$ cat src/rtl/id_ex_stage.sv
// ID/EX pipeline register with load-use hazard detection, flush and hold.
// Optional bubble counter is built when IDEX_BUBBLE_CNT_EN is defined.
//
// Ports:
//   I_CLK, I_RESET_N                   clock, async active-low reset
//   I_IDEX_FLUSH / I_IDEX_HOLD          bubble (taken branch) / freeze
//   I_IDEX_CTRL, PC4, RSDATA, RTDATA,   decode-side bundle captured each
//   IMM, RS, RT, RD, SHAMT              cycle and presented as O_IDEX_*
//   O_IDEX_VALID                        1 = real instruction in EX
//   O_IDEX_STALL                        combinational load-use stall
//   O_IDEX_BUBBLES (IDEX_BUBBLE_CNT_EN) saturating bubble count
module id_ex_stage #(
    parameter int DW = 32,
    parameter int RW = 5
) (
    input  logic          I_CLK,
    input  logic          I_RESET_N,
    input  logic          I_IDEX_FLUSH,
    input  logic          I_IDEX_HOLD,
    input  logic [19:0]   I_IDEX_CTRL,
    input  logic [DW-1:0] I_IDEX_PC4,
    input  logic [DW-1:0] I_IDEX_RSDATA,
    input  logic [DW-1:0] I_IDEX_RTDATA,
    input  logic [DW-1:0] I_IDEX_IMM,
    input  logic [RW-1:0] I_IDEX_RS,
    input  logic [RW-1:0] I_IDEX_RT,
    input  logic [RW-1:0] I_IDEX_RD,
    input  logic [4:0]    I_IDEX_SHAMT,
    output logic [19:0]   O_IDEX_CTRL,
    output logic [DW-1:0] O_IDEX_PC4,
    output logic [DW-1:0] O_IDEX_RSDATA,
    output logic [DW-1:0] O_IDEX_RTDATA,
    output logic [DW-1:0] O_IDEX_IMM,
    output logic [RW-1:0] O_IDEX_RS,
    output logic [RW-1:0] O_IDEX_RT,
    output logic [RW-1:0] O_IDEX_RD,
    output logic [4:0]    O_IDEX_SHAMT,
    output logic          O_IDEX_VALID,
`ifdef IDEX_BUBBLE_CNT_EN
    output logic [15:0]   O_IDEX_BUBBLES,
`endif
    output logic          O_IDEX_STALL
);

    localparam int MEMREAD_BIT = 16;

    logic haz;

    // EX holds a load whose destination is read by the ID instruction.
    assign haz = O_IDEX_VALID
               & O_IDEX_CTRL[MEMREAD_BIT]
               & (O_IDEX_RT != '0)
               & ((O_IDEX_RT == I_IDEX_RS) | (O_IDEX_RT == I_IDEX_RT));

    // A flushed ID instruction is discarded, so it never needs a stall.
    assign O_IDEX_STALL = haz & ~I_IDEX_FLUSH;

    always_ff @(posedge I_CLK or negedge I_RESET_N) begin
        if (!I_RESET_N) begin
            O_IDEX_CTRL   <= '0;
            O_IDEX_PC4    <= '0;
            O_IDEX_RSDATA <= '0;
            O_IDEX_RTDATA <= '0;
            O_IDEX_IMM    <= '0;
            O_IDEX_RS     <= '0;
            O_IDEX_RT     <= '0;
            O_IDEX_RD     <= '0;
            O_IDEX_SHAMT  <= '0;
            O_IDEX_VALID  <= 1'b0;
        end else if (I_IDEX_FLUSH || (!I_IDEX_HOLD && haz)) begin
            // Bubble: zeroed fields keep RegWrite/MemWrite/MemRead off,
            // which also ends the load-use stall after one cycle.
            O_IDEX_CTRL   <= '0;
            O_IDEX_PC4    <= '0;
            O_IDEX_RSDATA <= '0;
            O_IDEX_RTDATA <= '0;
            O_IDEX_IMM    <= '0;
            O_IDEX_RS     <= '0;
            O_IDEX_RT     <= '0;
            O_IDEX_RD     <= '0;
            O_IDEX_SHAMT  <= '0;
            O_IDEX_VALID  <= 1'b0;
        end else if (!I_IDEX_HOLD) begin
            O_IDEX_CTRL   <= I_IDEX_CTRL;
            O_IDEX_PC4    <= I_IDEX_PC4;
            O_IDEX_RSDATA <= I_IDEX_RSDATA;
            O_IDEX_RTDATA <= I_IDEX_RTDATA;
            O_IDEX_IMM    <= I_IDEX_IMM;
            O_IDEX_RS     <= I_IDEX_RS;
            O_IDEX_RT     <= I_IDEX_RT;
            O_IDEX_RD     <= I_IDEX_RD;
            O_IDEX_SHAMT  <= I_IDEX_SHAMT;
            O_IDEX_VALID  <= 1'b1;
        end
    end

`ifdef IDEX_BUBBLE_CNT_EN
    logic        bubble_ev;
    logic [15:0] bub_q;

    assign bubble_ev      = I_IDEX_FLUSH | (~I_IDEX_HOLD & haz);
    assign O_IDEX_BUBBLES = bub_q;

    always_ff @(posedge I_CLK or negedge I_RESET_N) begin
        if (!I_RESET_N) begin
            bub_q <= '0;
        end else if (bubble_ev && (bub_q != 16'hFFFF)) begin
            bub_q <= bub_q + 16'd1;
        end
    end
`endif

endmodule

$ cat config.mk
export PLATFORM = sky130hd
export DESIGN_NAME = id_ex_stage
export DESIGN_NICKNAME = d
export VERILOG_FILES = /design/src/rtl/id_ex_stage.sv
export SDC_FILE = /design/constraint.sdc
export NUM_CORES = 1
export LEC_CHECK = 0
export CELL_PAD_IN_SITES_DETAIL_PLACEMENT = 2
export CELL_PAD_IN_SITES_GLOBAL_PLACEMENT = 2
export CORE_MARGIN = 4
export CORE_UTILIZATION = 26
export DETAILED_ROUTE_END_ITERATION = 12
export PLACE_DENSITY = 0.81
export SYNTH_ARGS = -nofsm -noshare
export SYNTH_HDL_FRONTEND = slang
export SYNTH_SLANG_ARGS = --single-unit
$ cat constraint.sdc
create_clock -name I_CLK -period 4.6 [get_ports I_CLK]
set_input_delay 0.69 -clock I_CLK [delete_from_list [all_inputs] [get_ports I_CLK]]
set_output_delay 0.69 -clock I_CLK [all_outputs]
set_load 0.05 [all_outputs]
======== Word-level counts from Yosys, hierarchy flattened ========
Index checks and enable logic that the tools add are counted.
word-level totals
  register bits ........................... 169
  input bits .............................. 172
operators by class
  eq/ne operators ......................... 3
  muxes and demuxes ....................... 20
  bitwise operators ....................... 6
  reductions and logical operators ........ 4
operators with widths
  kind                  count
  $mux W32              8
  $mux W20              2
  $mux W5               8
  $eq A5 B5 Y1          2
  $reduce_bool A5 Y1    1
  $and A1 B1 Y1         4
  $mux W1               2
  $ne A2 B1 Y1 const B  1
  $logic_and A1 B1 Y1   1
  $logic_not A1 Y1      1
  $logic_or A1 B1 Y1    1
  $not A1 Y1            1
  $or A1 B1 Y1          1

======== Depth between registers and ports, before layout ========
Gate-level depths: netlist of the first run.
  word-level depth ........................ 6
  depth in mapped cells ................... 7
  depth with buffers taken out ............ 4

======== Least setup slack after synthesis of the first run ========
OpenSTA, ideal clock, no wires.
  path kind ............................... reg-to-output
  start ................................... register O_IDEX_RT[0]
  end ..................................... output O_IDEX_STALL
  arrival ................................. 2.496 ns
  slack ................................... 1.414 ns
  stages on the path, launching flop included .. 6
  path buffers ............................ 1
  cells stage by stage .................... dfrtp_1 xnor2_1 nand3_1 o22a_1 clkbuf_1 nor3_1
between the ends
  cells in the longest elaborated chain, start to end .. 4
  elaborated cells on any way between the ends .. 7
  classes of those cells .................. 2 x eq/ne; 4 x bitwise; 1 x reduce/logical
RTL lines
  element                                                    line    RTL
  from (decl)                                                35      output logic [RW-1:0] O_IDEX_RT,
  from (signal assigned)                                     66      O_IDEX_RT <= '0;
  from (signal assigned)                                     79      O_IDEX_RT <= '0;
  from (signal assigned)                                     90      O_IDEX_RT <= I_IDEX_RT;
  $eq A5 B5 Y1 / $reduce_bool A5 Y1 (equally long branches)  53, 52
  $or A1 B1 Y1 / $and A1 B1 Y1 (equally long branches)       53, 52
  $and A1 B1 Y1 *                                            53      & ((O_IDEX_RT == I_IDEX_RS) | (O_IDEX_RT == I_IDEX_RT));
  $and A1 B1 Y1 *                                            56      assign O_IDEX_STALL = haz & ~I_IDEX_FLUSH;
  to (decl)                                                  42      output logic O_IDEX_STALL
Mark *: on every way between the ends. The rest lies on a longest branch, timed or not.

======== Worst setup path after layout of the first run ========
  start ................................... input I_IDEX_RS[0]
  end ..................................... output O_IDEX_STALL
between the ends
  cells in the longest elaborated chain, start to end .. 4
RTL lines
  element        line  RTL
  from (decl)    25    input logic [RW-1:0] I_IDEX_RS,
  $eq A5 B5 Y1   53
  $or A1 B1 Y1   53
  $and A1 B1 Y1  53
  $and A1 B1 Y1  56
No other way between the ends.

==> impl_metrics.tcl, run 1 <==
set metrics [dict create \
    cap_viol_max_count 0 \
    vias 7938 \
    cts_buffers 17 \
    m1WireLength_um 13630 \
    wl_met2_um 15940 \
    fp.dieH_um 181.6 \
    fp.dieW_um 181.6 \
    start_util_pct 26.36 \
    period_share_pct 81.21 \
    viasPerCell 5.356 \
    setup_tns_ns 0 \
    cts_hold_buf 0 \
    drive_gt1_share_pct 4.591 \
    dr.max_layer_used "met4" \
    area_delta_synth_final_pct 54.98 \
    cts_root_buffer "clkbuf_16" \
    firstDrtPassIters 5 \
    arrival_ns 3.05 \
    antenna_found_initial 3 \
    port_buffers 341 \
    core-area_mm2 0.02972 \
    worstPathRequired_ns 3.91 \
    grt_max_degree 170 \
    hold_violations 0 \
    postCtsSetupBuffers 0 \
    critical_path_class "primary input to output port" \
    placement_rows 63 \
    critPathCaptureType "output port" \
    post_synth_num_cell_types 24 \
    min_path_type "primary input to asynchronous set/reset pin" \
    syn_nets 971 \
    final_max_slew_viol_count 0 \
    fillers 3148 \
    mostFrequentLayoutCell "clkdlybuf4s50_1" \
    cts_buffer_depth 2 \
    gp_congestion 0.7634 \
    fmax_ghz 0.2677 \
    synth_area_mm2 0.007833 \
    track_usage_pct 19.14 \
    final_cell_mix "340 x clkdlybuf4s50_1, 169 x dfrtp_1, 165 x nand2_1, 158 x a32oi_1, 158 x o21ai_0" \
    rsz0062_at_grt "false" \
    seq_area_frac_synth_pct 53.99 \
    slew-limit-headroom_pct 31.21 \
    yosysWarnings 0 \
    grt_pass1_wl_um 51260 \
    drc 0 \
    h-tree-depth 4 \
    dpl.hpwl_um 20820 \
    overflow 0 \
    multi_input_area_mm2 0.003242 \
    cts_tree "done" \
    power_density_mw_per_mm2 387.8 \
    power_mw 4.708 \
    clk_pin_slew_ns 0.08 \
    fp.dieArea_mm2 0.03297 \
    reg2reg_depth 5 \
    clk_latency_ns 0.43 \
    cts_resized 0 \
    drt-total-wl_um 32250 \
    setup_viol 0 \
    p_leak_nw 4.564 \
    met3_length_um 2178 \
    critPathMaxFanout 11 \
    final_core_util_pct 40.85 \
    drt-initial-drc-count 463 \
    num-nets-final 1250 \
    synth.ff_latch_count 169 \
    grt_pass1_vias 8471 \
    regArea_mm2 0.004229 \
    worst_pin_slew_ns 1.032 \
    avgSynthCellArea_um2 9.803 \
    period_minus_slack_ns 3.736 \
    synth_cells 799 \
    io_pins 342 \
    outcome "finished, final reports clean" \
    cts.sinks 169 \
    clock-skew-final_ns 0.01630 \
    ir_drop_v 0.0001879 \
    drtAntennaViolNets 0 \
    post_drt_wl_per_cell_um 21.76 \
    setup.worst_path.start_class "primary input" \
]
-- sequential cells by signal, summed over array words and instances (netlist names), 20 cells and up --
| register | flops |
|---|---|
| O_IDEX_PC4 | 32 |
| O_IDEX_RSDATA | 32 |
| O_IDEX_IMM | 32 |
| O_IDEX_RTDATA | 32 |
| O_IDEX_CTRL | 20 |
-- worst max-delay path, stage by stage --
cell and delay [ns]:
clkdlybuf4s50_1 0.51, xnor2_1 0.14, nand3_1 0.18, o22a_1 0.41, nor3_1 0.26, clkdlybuf4s50_1 0.86
-- where the power goes --
| group | total, mW | switching (mW) | internal, mW |
|---|---|---|---|
| clock | 1.48 | 0.671 | 0.804 |
| sequential | 1.74 | 0.0978 | 1.64 |
| combinational | 1.49 | 0.974 | 0.518 |
| total | 4.71 | 1.74 | 2.96 |
-- synth_stat cells --
cell type	number	area, um^2
dfrtp_1	169	4229
nand2_1	165	619.3
a32oi_1	158	1384
o21ai_0	158	790.8
clkbuf_1	73	274.0
buf_4	12	90.09
nor3b_1	10	75.07
xnor2_1	10	87.58
nor2_1	7	26.28
a21bo_2	5	50.05
a21o_1	5	37.54
a21oi_1	5	25.02
a22o_1	5	43.79
buf_2	4	20.02
buf_1	3	11.26
nand3_1	2	10.01
a221oi_1	1	8.760
inv_1	1	3.750
nor2b_1	1	6.260
nor3_1	1	5.000
o211ai_2	1	12.51
o22a_1	1	8.760
o22ai_1	1	6.260
or4_1	1	7.510
-- path summary, 6_finish.rpt --
path	startpoint	endpoint	slack (ns)
max	I_IDEX_RS[0]	O_IDEX_STALL	0.86
min	I_RESET_N	O_IDEX_CTRL[6]	0.20
max reg2reg	O_IDEX_RT[1]	O_IDEX_RTDATA[30]	1.94
min reg2reg	O_IDEX_IMM[3]	O_IDEX_IMM[3]	0.50
max in group asynchronous	I_RESET_N	O_IDEX_RSDATA[3]	3.46
min in group I_CLK	O_IDEX_IMM[3]	O_IDEX_IMM[3]	0.50
-- per-layer routing --
layer,vias to the layer above,track usage (%)
li1,3579,-
met1,4086,24.35
met2,245,31.75
met3,28,5.990
met4,0,4.833
met5,-,0
-- cells by family after synthesis --
logic type                count (synthesis)  synth area share, %
AOI/OAI and AO/OA                       340                30.22
xor gates and xnor gates                 10                1.118
buffers and inverters                    93                5.096
DFF                                     169                53.99
and+or+nand+nor                         187                9.569
-- final cells by class --
type / instances / share of cell area (%)
flip-flops and latches: 169 / 34.84
repair buffers: 352 / 29.63
multi-input cells: 537 / 26.71
well taps: 390 / 4.020
clock buffers: 18 / 3.535
clock inverters: 12 / 1.175
diodes: 3 / 0.06184
inverters: 1 / 0.03092
-- per-stage QoR --
step	hold WS [ns]	std cells	worst slack [ns]	cell area, um^2
CTS	0.2002	1479	0.8425	12130
detailed placement	0.4832	1449	0.8467	11560
global placement	0.4724	1449	0.9273	11560
floorplan	0.3944	799	1.414	7833
finish	0.1995	1482	0.8644	12140
global route	0.2190	1482	0.7853	12140
Note: power is estimated with default switching activity, not from simulation.
==> run 2, diff against run 1 <==
--- a/config.mk
+++ b/config.mk
@@ -8,9 +8,9 @@
 export CELL_PAD_IN_SITES_DETAIL_PLACEMENT = 2
 export CELL_PAD_IN_SITES_GLOBAL_PLACEMENT = 2
 export CORE_MARGIN = 4
-export CORE_UTILIZATION = 26
+export CORE_UTILIZATION = 24
 export DETAILED_ROUTE_END_ITERATION = 12
-export PLACE_DENSITY = 0.81
+export PLACE_DENSITY = 0.75
 export SYNTH_ARGS = -nofsm -noshare
 export SYNTH_HDL_FRONTEND = slang
 export SYNTH_SLANG_ARGS = --single-unit
==> constraint.sdc (replaced) <==
create_clock -name I_CLK -period 3.7 [get_ports I_CLK]
set_input_delay 0.555 -clock I_CLK [delete_from_list [all_inputs] [get_ports I_CLK]]
set_output_delay 0.555 -clock I_CLK [all_outputs]
set_load 0.05 [all_outputs]
==> impl_metrics.tcl, run 2 (synthesis results as in run 1) <==
set metrics [dict create \
    outcome "finished, final reports clean" \
    drt-total-wl_um 32950 \
    holdWs_ns 0.1338 \
    r2r_slack_ns 1.30 \
    cts_buffer_depth 2 \
    track_usage_pct 18.27 \
    num-nets-final 1257 \
    fmax_ghz 0.3416 \
    h-tree-depth 4 \
    cts_root_buffer "clkbuf_16" \
    cts_tree "done" \
    clk_pin_slew_ns 0.07 \
    critical_path_class "flip-flop to output port" \
    setup_viol 0 \
    setup.worst_path.start_class "flip-flop" \
    gp_congestion 0.7287 \
    power_density_mw_per_mm2 486.9 \
    overflow 0 \
    drtAntennaViolNets 0 \
    final_max_slew_viol_count 0 \
    core-area_mm2 0.03188 \
    drt-initial-drc-count 491 \
    clk_latency_ns 0.45 \
    mostFrequentLayoutCell "clkdlybuf4s50_1" \
    cap_viol_max_count 0 \
    period_share_pct 79.13 \
    reg2reg_depth 5 \
    worst_pin_slew_ns 0.7941 \
    fp.dieH_um 188.7 \
    firstDrtPassIters 4 \
    dpl.hpwl_um 21860 \
    place_ws_ns 0.8083 \
    power_mw 5.997 \
    rsz0062_at_grt "false" \
    slew-limit-headroom_pct 47.06 \
    antenna_found_initial 1 \
    period_minus_slack_ns 2.928 \
    cts_buffers 17 \
    vias 7883 \
    grt_pass1_vias 8563 \
    port_buffers 341 \
    drive_gt1_share_pct 5.469 \
    cts_resized 0 \
    fp.dieW_um 188.7 \
    final_cell_mix "339 x clkdlybuf4s50_1, 169 x dfrtp_1, 165 x nand2_1, 158 x a32oi_1, 158 x o21ai_0" \
    layout_setup_ws_ns 0.7723 \
    fp.dieArea_mm2 0.03559 \
    ir_drop_v 0.0003003 \
    setup_tns_ns 0 \
    postCtsSetupBuffers 0 \
    post_drt_wl_per_cell_um 21.49 \
    r2r-end "O_IDEX_RTDATA[24]" \
    drc 0 \
    viasPerCell 5.142 \
    worstPathRequired_ns 3.14 \
    arrival_ns 2.37 \
    critPathCaptureType "output port" \
    grt_pass1_wl_um 52070 \
    startpoint "O_IDEX_RT[1]" \
    p_leak_nw 4.659 \
    cts_hold_buf 0 \
    start_util_pct 24.57 \
    placement_rows 65 \
    r2r_start "O_IDEX_RT[1]" \
    min_path_type "primary input to asynchronous set/reset pin" \
    cts.sinks 169 \
    grt_max_degree 165 \
    critPathMaxFanout 22 \
    io_pins 342 \
    clock-skew-final_ns 0.009138 \
    hold_violations 0 \
    area_delta_synth_final_pct 57.27 \
]
[run 2: cell count changes in the layout (fill, tap and decap cells not counted), moves of 2 or more]
cell,before,now
clkinvlp_4,6,0
inv_6,3,1
clkinv_2,0,5
bufinv_16,2,4
clkbuf_8,0,2
diode_2,3,1
buf_12,8,10
buf_4,3,9
clkinv_4,0,2
[run 2: metal layers]
metal / wire length (um) / share of wire (%) / track usage, %
met4: 566 / 1.7 / 5.353
met3: 2192 / 6.7 / 5.965
met1: 14160 / 43 / 22.89
met2: 16030 / 49 / 30.19
met5: 0 / 0 / 0
[run 2: area by class of cell]
class / count / area [um^2]
clock inverter: 12 / 171.4
fill: 3460 / 19560
timing repair buffer: 359 / 3672
clock buffer: 19 / 452.9
sequential: 169 / 4229
antenna: 1 / 2.502
tap: 435 / 544.3
multi-input combinational: 537 / 3242
inverter: 1 / 3.754
[run 2: how the worst max path moves through the flow]
stage / cells past startpoint / slack, ns / endpoint
3_3_place_gp: 6 / 0.85 / O_IDEX_STALL
6_report: 5 / 0.77 / O_IDEX_STALL
2_1_floorplan: 5 / 0.65 / O_IDEX_STALL
4_1_cts: 5 / 0.73 / O_IDEX_STALL
3_5_place_dp: 6 / 0.81 / O_IDEX_STALL
5_1_grt: 5 / 0.65 / O_IDEX_STALL
[run 2: critical path, stage by stage (launching register included)]
cell and delay (ns):
dfrtp_1 0.46, or4_1 0.60, o211ai_4 0.23, buf_4 0.32
nor3_1 0.09, buf_4 0.21
[run 2: power by group]
group / switching (mW) / internal, mW / total (mW)
logic: 1.22 / 0.658 / 1.88
registers: 0.124 / 2.04 / 2.17
clock network: 0.794 / 1.16 / 1.95
[run 2: through the flow]
stage | std cells | util, % | cell area [um^2]
2_1_floorplan | 799 | - | 7833
3_3_place_gp | 1501 | 36.67 | 11690
3_5_place_dp | 1501 | 36.67 | 11690
4_1_cts | 1532 | 38.63 | 12320
5_1_grt | 1533 | 38.64 | 12320
6_report | 1533 | 38.64 | 12320
